`src/rtl/hadd_serial_adder_ctrl.sv`:
```
// -----------------------------------------------------------------------------
// hadd_serial_adder_ctrl
//
// Bit-serial NBITS-bit adder built around one shared half-adder. A full add
// of bit i is done in two half-add steps:
//   phase 0: (s1, c1)       = HA(a[i], b[i])
//   phase 1: (sum[i], c2)   = HA(s1, carry);  carry <= c1 | c2
// so an operation takes 2*NBITS cycles of CALC, walking the bits LSB-first.
// Operands are taken over an in_val/in_rdy handshake and the result is
// offered over an out_val/out_rdy handshake. One operation at a time.
//
// Ports
//   clk       rising-edge clock
//   reset     synchronous, active-high reset
//   in_val    operand pair valid
//   in_rdy    block can accept operands (IDLE)
//   in_a      operand A, NBITS wide
//   in_b      operand B, NBITS wide
//   out_val   result valid (DONE)
//   out_rdy   consumer accepts result
//   out_sum   (in_a + in_b) mod 2^NBITS, held from the last operation
//   out_cout  carry out of bit NBITS-1
// -----------------------------------------------------------------------------

// The only arithmetic resource in the adder.
module hadd_half_adder (
  input  logic a,
  input  logic b,
  output logic sum,
  output logic cout
);
  assign sum  = a ^ b;
  assign cout = a & b;
endmodule

module hadd_serial_adder_ctrl #(
  parameter int NBITS = 8
) (
  input  logic             clk,
  input  logic             reset,
  input  logic             in_val,
  output logic             in_rdy,
  input  logic [NBITS-1:0] in_a,
  input  logic [NBITS-1:0] in_b,
  output logic             out_val,
  input  logic             out_rdy,
  output logic [NBITS-1:0] out_sum,
  output logic             out_cout
);

  // Bit index needs at least one bit even when NBITS == 1.
  localparam int              IDXW     = (NBITS > 1) ? $clog2(NBITS) : 1;
  localparam logic [IDXW-1:0] LAST_IDX = IDXW'(NBITS - 1);

  typedef enum logic [1:0] {
    IDLE = 2'd0,
    CALC = 2'd1,
    DONE = 2'd2
  } state_t;

  state_t           state;
  logic [NBITS-1:0] a_q;
  logic [NBITS-1:0] b_q;
  logic [NBITS-1:0] sum_q;
  logic [IDXW-1:0]  idx;
  logic             phase;
  logic             s1;
  logic             c1;
  logic             carry;
  logic             cout_q;

  logic ha_a;
  logic ha_b;
  logic ha_sum;
  logic ha_cout;

  // Operand steering for the shared half-adder: operand bits in phase 0,
  // partial sum and running carry in phase 1.
  assign ha_a = phase ? s1    : a_q[idx];
  assign ha_b = phase ? carry : b_q[idx];

  hadd_half_adder u_ha (
    .a    (ha_a),
    .b    (ha_b),
    .sum  (ha_sum),
    .cout (ha_cout)
  );

  // Handshake flags come from the state register only. They are also held
  // low while reset is asserted: the state register already reads IDLE after
  // the first reset edge, but the block must not advertise readiness until
  // reset is released.
  assign in_rdy   = (state == IDLE) && !reset;
  assign out_val  = (state == DONE) && !reset;
  assign out_sum  = sum_q;
  assign out_cout = cout_q;

  always_ff @(posedge clk) begin
    if (reset) begin
      // NOTE: every register is assigned with <= so that all updates in this
      // block see the values from before the edge, like real flip-flops.
      state  <= IDLE;
      a_q    <= '0;
      b_q    <= '0;
      sum_q  <= '0;
      idx    <= '0;
      phase  <= 1'b0;
      s1     <= 1'b0;
      c1     <= 1'b0;
      carry  <= 1'b0;
      cout_q <= 1'b0;
    end else begin
      case (state)
        IDLE: begin
          if (in_val && in_rdy) begin
            a_q    <= in_a;
            b_q    <= in_b;
            idx    <= '0;
            phase  <= 1'b0;
            carry  <= 1'b0;
            sum_q  <= '0;
            cout_q <= 1'b0;
            state  <= CALC;
          end
        end

        CALC: begin
          if (!phase) begin
            s1    <= ha_sum;
            c1    <= ha_cout;
            phase <= 1'b1;
          end else begin
            sum_q[idx] <= ha_sum;
            // At most one of c1 and the second carry can be set, so OR is
            // the full-adder carry.
            carry      <= c1 | ha_cout;
            phase      <= 1'b0;
            if (idx == LAST_IDX) begin
              cout_q <= c1 | ha_cout;
              state  <= DONE;
            end else begin
              idx <= idx + 1'b1;
            end
          end
        end

        DONE: begin
          if (out_rdy) begin
            state <= IDLE;
          end
        end

        default: state <= IDLE;
      endcase
    end
  end

endmodule

```
`config.mk`:
```
export PLATFORM = sky130hd
export DESIGN_NAME = hadd_serial_adder_ctrl
export DESIGN_NICKNAME = d
export VERILOG_FILES = /design/src/rtl/hadd_serial_adder_ctrl.sv
export SDC_FILE = /design/constraint.sdc
export NUM_CORES = 1
export LEC_CHECK = 0
export CAP_MARGIN = 20
export CORE_UTILIZATION = 48
export DETAILED_ROUTE_END_ITERATION = 8
export PLACE_DENSITY = 0.71
export SYNTH_ARGS = -nofsm -noshare
export SYNTH_HDL_FRONTEND = slang
export SYNTH_SLANG_ARGS = --single-unit
```
`constraint.sdc`:
```
create_clock -name clk -period 6.06 [get_ports clk]
set_input_delay 0.606 -clock clk [delete_from_list [all_inputs] [get_ports clk]]
set_output_delay 0.606 -clock clk [all_outputs]
set_load 0.01 [all_outputs]
```
==> results.yml, run 1 <==
cts:
  cts_num_sinks: 34
  post_cts_resized: 0
  h-tree-depth: 2
  worstSkewPairLatency_ns: 0.33
  post-cts-setup-buffer-count: 0
  cts.clk_slew.worst_paths_ns: 0.10
  cts_made_buffers: 5
  cts-hold-fix-buffers: 0
  clockRootBuffer: "sky130_fd_sc_hd__clkbuf_4"
  cts-root-to-sink-buffers: 2
  clock_tree_from_tritoncts: "yes"
global_routing:
  grt_pass1_wl_mm: 5.64
  grt_max_degree: 39
  grtUsageTotal_pct: 20.6
  grt_overflow: 0
  grt_pass1_vias: 1314
  antenna_violations_before_repair: 0
sta:
  setup_violations: 0
  final.period_utilization_pct: 48.8
  hold_viol_final: 0
  final.setup.tns_ns: 0
  timing.slew.headroom_pct: 44.3
  f_max_mhz: 338
  rsz0062_at_grt: "false"
  clock_skew_ns: 0.00484
  number_of_pins_exceeding_their_max_slew_limit_in_the_final_report: 0
  tightest_slew_ns: 0.835
  final_period_minus_worst_setup_slack_ns: 2.96
worst_setup_path:
  largest_stage_delay_on_the_critical_path_ns: 0.73
  end_kind: "output pin"
  timing.critical_path.slowest_stage_cell: "sky130_fd_sc_hd__clkdlybuf4s50_1"
  cp_cell_sequence: "clkdlybuf4s50_1 -> buf_8 -> nor3_1 -> clkdlybuf4s50_1"
  worstPathArrival_ns: 2.35
  timing.critical_path.buf_inv: 3
  critical_path.startpoint_type: "input port"
  timing.critical_path.max_delay_family: "buffers and inverters"
  critical_path.most_common_cell: "sky130_fd_sc_hd__clkdlybuf4s50_1"
  worst_setup_path_class: "input port to output pin"
  worst_ep_required_time_ns: 5.45
  crit_path_max_fanout: 21
synth:
  synth_ff_type: "sky130_fd_sc_hd__dfxtp_1"
  synth.yosys.warnings: 0
  xor_xnor_share_of_the_synthesized_area_pct: 0
  postSynthAreaPerCell_um2: 8.27
  synthCells: 203
  ys_seq_area_share_pct: 40.6
  compound_gate_portion_of_the_synthesized_area_pct: 19.0
  synth_mux_area_share_pct: 6.71
  synth-edff-count: 0
  synth_adder_area_share_pct: 2.24
  post_synthesis_async_set_or_reset_flop_share_pct: 0
  cell_area_after_technology_mapping_um2: 1680
  synthSimpleGateAreaFrac_pct: 25.8
  postSynthRegisterBits: 34
  synthesis.nets: 226
  synth_top_family_by_area: "simple AND/OR/NAND/NOR gates"
  synth.distinct_cells: 36
floorplanning:
  std_cell_rows: 21
  floorplan.die_area_um2: 3740
  die_height_um: 61.1
  starting_density_of_the_core_pct: 50.3
  core_area_um2: 3340
  die_width_um: 61.1
  number_of_top_level_design_ports: 31
finish:
  layout_commonest_cell: "sky130_fd_sc_hd__dfxtp_1"
  drive_gt1_share_pct: 6.17
  commonest_non_fill_non_tap_cells_in_the_layout: "sky130_fd_sc_hd__dfxtp_1 (34), sky130_fd_sc_hd__clkdlybuf4s50_1 (30), sky130_fd_sc_hd__nand2_1 (22)"
  antenna-diode-count: 0
  post-route-util_pct: 61.7
  layout_stage_area_growth_over_the_synthesis_result_pct: 22.7
  final_net_count: 249
flow_run:
  max_cap_viol_count: 0
detailed_routing:
  ant_nets: 0
  total_drc_errors_in_the_routed_layout: 0
  firstDrtPassIters: 4
  avgRoutedWirePerCell_um: 12.6
  route.final.wire_length_mm: 3.45
  violation_count_after_the_first_detailed_route_iteration: 69
  drt-vias-per-instance: 5.34
  vias: 1459
placed_design:
  place_congestion: 0.802
  port_buffers: 30
  hpwlAfterDp_mm: 2.33
pwr:
  static_leakage_nw: 0.716
  power_density_nw_per_um2: 209
  ir_worst_vdd_uv: 125
status:
  run_status: "completed"
min_path:
  holdCritPathClass: "flop to flop"
Yosys cell counts, types with 2 or more instances:
cell type                  instances  share of area, %
sky130_fd_sc_hd__nand2_1          22               4.9
sky130_fd_sc_hd__clkbuf_1          8               1.8
sky130_fd_sc_hd__nand3b_1          4               1.8
sky130_fd_sc_hd__inv_1             5               1.1
sky130_fd_sc_hd__buf_2             7               2.1
sky130_fd_sc_hd__nor3b_1           3               1.3
sky130_fd_sc_hd__o32ai_1           6               3.1
sky130_fd_sc_hd__mux2_2            2               1.3
sky130_fd_sc_hd__nor2b_1           4               1.5
sky130_fd_sc_hd__nand3_1           2              0.60
sky130_fd_sc_hd__dfxtp_1          34                41
sky130_fd_sc_hd__o21ai_1           4               1.2
sky130_fd_sc_hd__o21ai_0          20               6.0
sky130_fd_sc_hd__o21a_1            3               1.3
sky130_fd_sc_hd__mux2i_1           9               5.4
sky130_fd_sc_hd__ha_1              3               2.2
sky130_fd_sc_hd__and2_0            2              0.75
sky130_fd_sc_hd__a21oi_1          12               3.6
sky130_fd_sc_hd__nand2b_1         21               7.8
sky130_fd_sc_hd__nor2_1           16               3.6
metrics by stage:
step | hold WS [ns] | std cells | total power, mW | setup slack [ns] | area [µm²]
after floorplan | 0.436 | 203 | 0.281 | 4.05 | 1680
after global placement | 0.451 | 263 | 0.300 | 2.75 | 1970
after detailed placement | 0.459 | 263 | 0.302 | 2.60 | 1970
after CTS | 0.475 | 271 | 0.432 | 2.77 | 2030
after global routing | 0.502 | 273 | 0.455 | 3.01 | 2060
final | 0.478 | 273 | 0.430 | 3.10 | 2060
worst min-delay path, stage by stage, from the launching register on:
cell and delay, ns:
sky130_fd_sc_hd__dfxtp_1 0.33, sky130_fd_sc_hd__nand2_1 0.05, sky130_fd_sc_hd__a21oi_1 0.05
report_power, final:
group / internal, mW / switching (mW)
Clock: 0.0562 / 0.0743
Sequential: 0.233 / 0.00878
Combinational: 0.0310 / 0.0268
Total: 0.320 / 0.110
cell families (layout without fill, tap and decap cells):
kind of cell / after synthesis / after routing
and+or+nand+nor: 81 / 81
buffers and inverters: 21 / 45
adders and majority gates: 3 / 3
AOI/OAI and AO/OA: 53 / 53
muxes: 11 / 11
DFF: 34 / 34
final timing paths:
path	slack, ns	cells after the start	endpoint	from
setup reg to reg	3.42	7	out_sum[0]$_SDFFE_PP0P_	idx[2]$_SDFFE_PP0P_
hold reg to reg	0.48	2	carry$_SDFFE_PP0P_	carry$_SDFFE_PP0P_
hold / removal	0.48	2	carry$_SDFFE_PP0P_	carry$_SDFFE_PP0P_
setup / recovery	3.10	4	in_rdy	reset
routing by layer:
metal | vias to the layer above | share of wire (%) | track usage [%]
li1 | 744 | - | -
met2 | 38 | 49 | 35.4
met1 | 672 | 45 | 24.1
met4 | 0 | 1.4 | 7.47
met5 | - | 0 | 0
met3 | 5 | 4.5 | 6.51
flip-flops by register name, summed over array words and instances (netlist names), 2 cells and up:
register,cells
a_q,8
b_q,8
out_sum,8
idx,3
state,2
area by class of cell:
type	instances	area, µm²
fillers	317	1280
multi-input cells	148	911
flip-flops and latches	34	681
repair buffers	32	330
well taps	46	57.6
clock buffers	7	55.1
inverters	5	18.8
clock inverters	1	5.00
Power figures use the tool's default switching activity.
==> run 2: changes to the inputs <==
==> constraint.sdc (replaced) <==
create_clock -name clk -period 2.8 [get_ports clk]
set_input_delay 0.28 -clock clk [delete_from_list [all_inputs] [get_ports clk]]
set_output_delay 0.28 -clock clk [all_outputs]
set_load 0.01 [all_outputs]
==> results.yml, run 2 (synthesized netlist as in run 1, its figures left out) <==
finish:
  num-fill-cells: 300
  layout_commonest_cell: "sky130_fd_sc_hd__dfxtp_1"
  final_net_count: 251
  layout_stage_area_growth_over_the_synthesis_result_pct: 22.1
  drive_gt1_share_pct: 6.61
  final-instance-count-excl-fill: 273
  commonest_non_fill_non_tap_cells_in_the_layout: "sky130_fd_sc_hd__dfxtp_1 (34), sky130_fd_sc_hd__clkdlybuf4s50_1 (30), sky130_fd_sc_hd__nand2_1 (22)"
  post-route-util_pct: 61.4
  antenna-diode-count: 0
sta:
  rsz0062_at_grt: "false"
  clock_skew_ns: 0.0104
  number_of_pins_exceeding_their_max_slew_limit_in_the_final_report: 0
  hold_viol_final: 0
  setup_violations: 0
  final_period_minus_worst_setup_slack_ns: 2.23
  hold_ws_ns: 0.466
  final.period_utilization_pct: 79.6
  timing.slew.headroom_pct: 51.4
  final.setup.tns_ns: 0
  f_max_mhz: 449
  tightest_slew_ns: 0.727
status:
  run_status: "completed"
pwr:
  power_density_nw_per_um2: 448
  static_leakage_nw: 0.717
  design_power_total_mw: 0.917
  ir_worst_vdd_uv: 286
placed_design:
  port_buffers: 30
  hpwlAfterDp_mm: 2.53
  place_congestion: 0.815
  placed_instances: 267
detailed_routing:
  firstDrtPassIters: 4
  vias: 1458
  ant_nets: 0
  total_drc_errors_in_the_routed_layout: 0
  drt-vias-per-instance: 5.34
  route.final.wire_length_mm: 3.59
  avgRoutedWirePerCell_um: 13.2
  violation_count_after_the_first_detailed_route_iteration: 75
min_path:
  hold_end: "carry$_SDFFE_PP0P_"
  whs_path_depth: 2
  hp-start: "carry$_SDFFE_PP0P_"
  holdCritPathClass: "flop to flop"
worst_setup_path:
  worst_ep_required_time_ns: 3.05
  worst-r2r-setup-slack_ns: 0.57
  worstPathArrival_ns: 2.48
  reg2reg_depth: 7
  critical_path.startpoint_type: "flop"
  end_of_the_worst_register_to_register_path: "out_sum[0]$_SDFFE_PP0P_"
  worst_setup_path_class: "flop to flop"
  crit_path_max_fanout: 10
  reg2reg_from: "idx[2]$_SDFFE_PP0P_"
  end_kind: "flop"
global_routing:
  antenna_violations_before_repair: 0
  grt_overflow: 0
  grt_max_degree: 34
  grt_pass1_vias: 1370
  grtUsageTotal_pct: 21.7
  grt_pass1_wl_mm: 5.98
cts:
  cts-hold-fix-buffers: 0
  cts-root-to-sink-buffers: 2
  h-tree-depth: 2
  cts_made_buffers: 5
  worstSkewPairLatency_ns: 0.34
  clock_tree_from_tritoncts: "yes"
  cts_num_sinks: 34
  cts.clk_slew.worst_paths_ns: 0.10
  post_cts_resized: 0
  post-cts-setup-buffer-count: 0
  clockRootBuffer: "sky130_fd_sc_hd__clkbuf_4"
flow_run:
  max_cap_viol_count: 0
floorplanning:
  core_area_um2: 3340
  die_width_um: 61.1
  std_cell_rows: 21
  starting_density_of_the_core_pct: 50.3
  die_height_um: 61.1
  floorplan.die_area_um2: 3740
  number_of_top_level_design_ports: 31
## run 2: how the worst max path moves through the flow
stage | endpoint | cells after the start | start | slack (ns)
finish | out_sum[0]$_SDFFE_PP0P_ | 7 | idx[2]$_SDFFE_PP0P_ | 0.57
global route | out_sum[4]$_SDFFE_PP0P_ | 7 | idx[2]$_SDFFE_PP0P_ | 0.38
global placement | out_sum[4]$_SDFFE_PP0P_ | 7 | idx[2]$_SDFFE_PP0P_ | 0.72
CTS | out_sum[0]$_SDFFE_PP0P_ | 7 | idx[2]$_SDFFE_PP0P_ | 0.58
floorplan | out_sum[0]$_SDFFE_PP0P_ | 8 | idx[2]$_SDFFE_PP0P_ | 0.86
detailed placement | out_sum[0]$_SDFFE_PP0P_ | 7 | idx[2]$_SDFFE_PP0P_ | 0.61
## run 2: layout make-up
class | instances | area (µm²) | area share [%]
multi-input cells | 148 | 911 | 44.4
flip-flops and latches | 34 | 681 | 33.2
repair buffers | 34 | 330 | 16.1
well taps | 46 | 57.6 | 2.81
clock buffers | 6 | 51.3 | 2.50
inverters | 5 | 18.8 | 0.916
## run 2: through the flow
stage | setup slack [ns] | cell area (µm²)
floorplan | 0.857 | 1680
global placement | 0.715 | 2000
detailed placement | 0.614 | 2000
CTS | 0.580 | 2050
global route | 0.384 | 2050
finish | 0.571 | 2050
## run 2: metal layers
layer / track usage, % / part of all wire [%]
met5: 0 / 0
met4: 13.6 / 1.6
met3: 4.41 / 4.2
met2: 34.5 / 48
met1: 26.9 / 46
## run 2: critical path: stages, from the launching register on
cell and delay [ns]:
sky130_fd_sc_hd__dfxtp_1 0.56, sky130_fd_sc_hd__mux2_2 0.39, sky130_fd_sc_hd__o22ai_1 0.16, sky130_fd_sc_hd__a221o_1 0.13, sky130_fd_sc_hd__o21ai_0 0.07, sky130_fd_sc_hd__ha_1 0.35, sky130_fd_sc_hd__nand4b_1 0.19, sky130_fd_sc_hd__o32ai_1 0.28
## run 2: power by group
| part | switching, mW | total (mW) | internal [mW] |
|---|---|---|---|
| clock | 0.157 | 0.270 | 0.113 |
| sequential | 0.0191 | 0.523 | 0.504 |
| combinational | 0.0582 | 0.124 | 0.0657 |
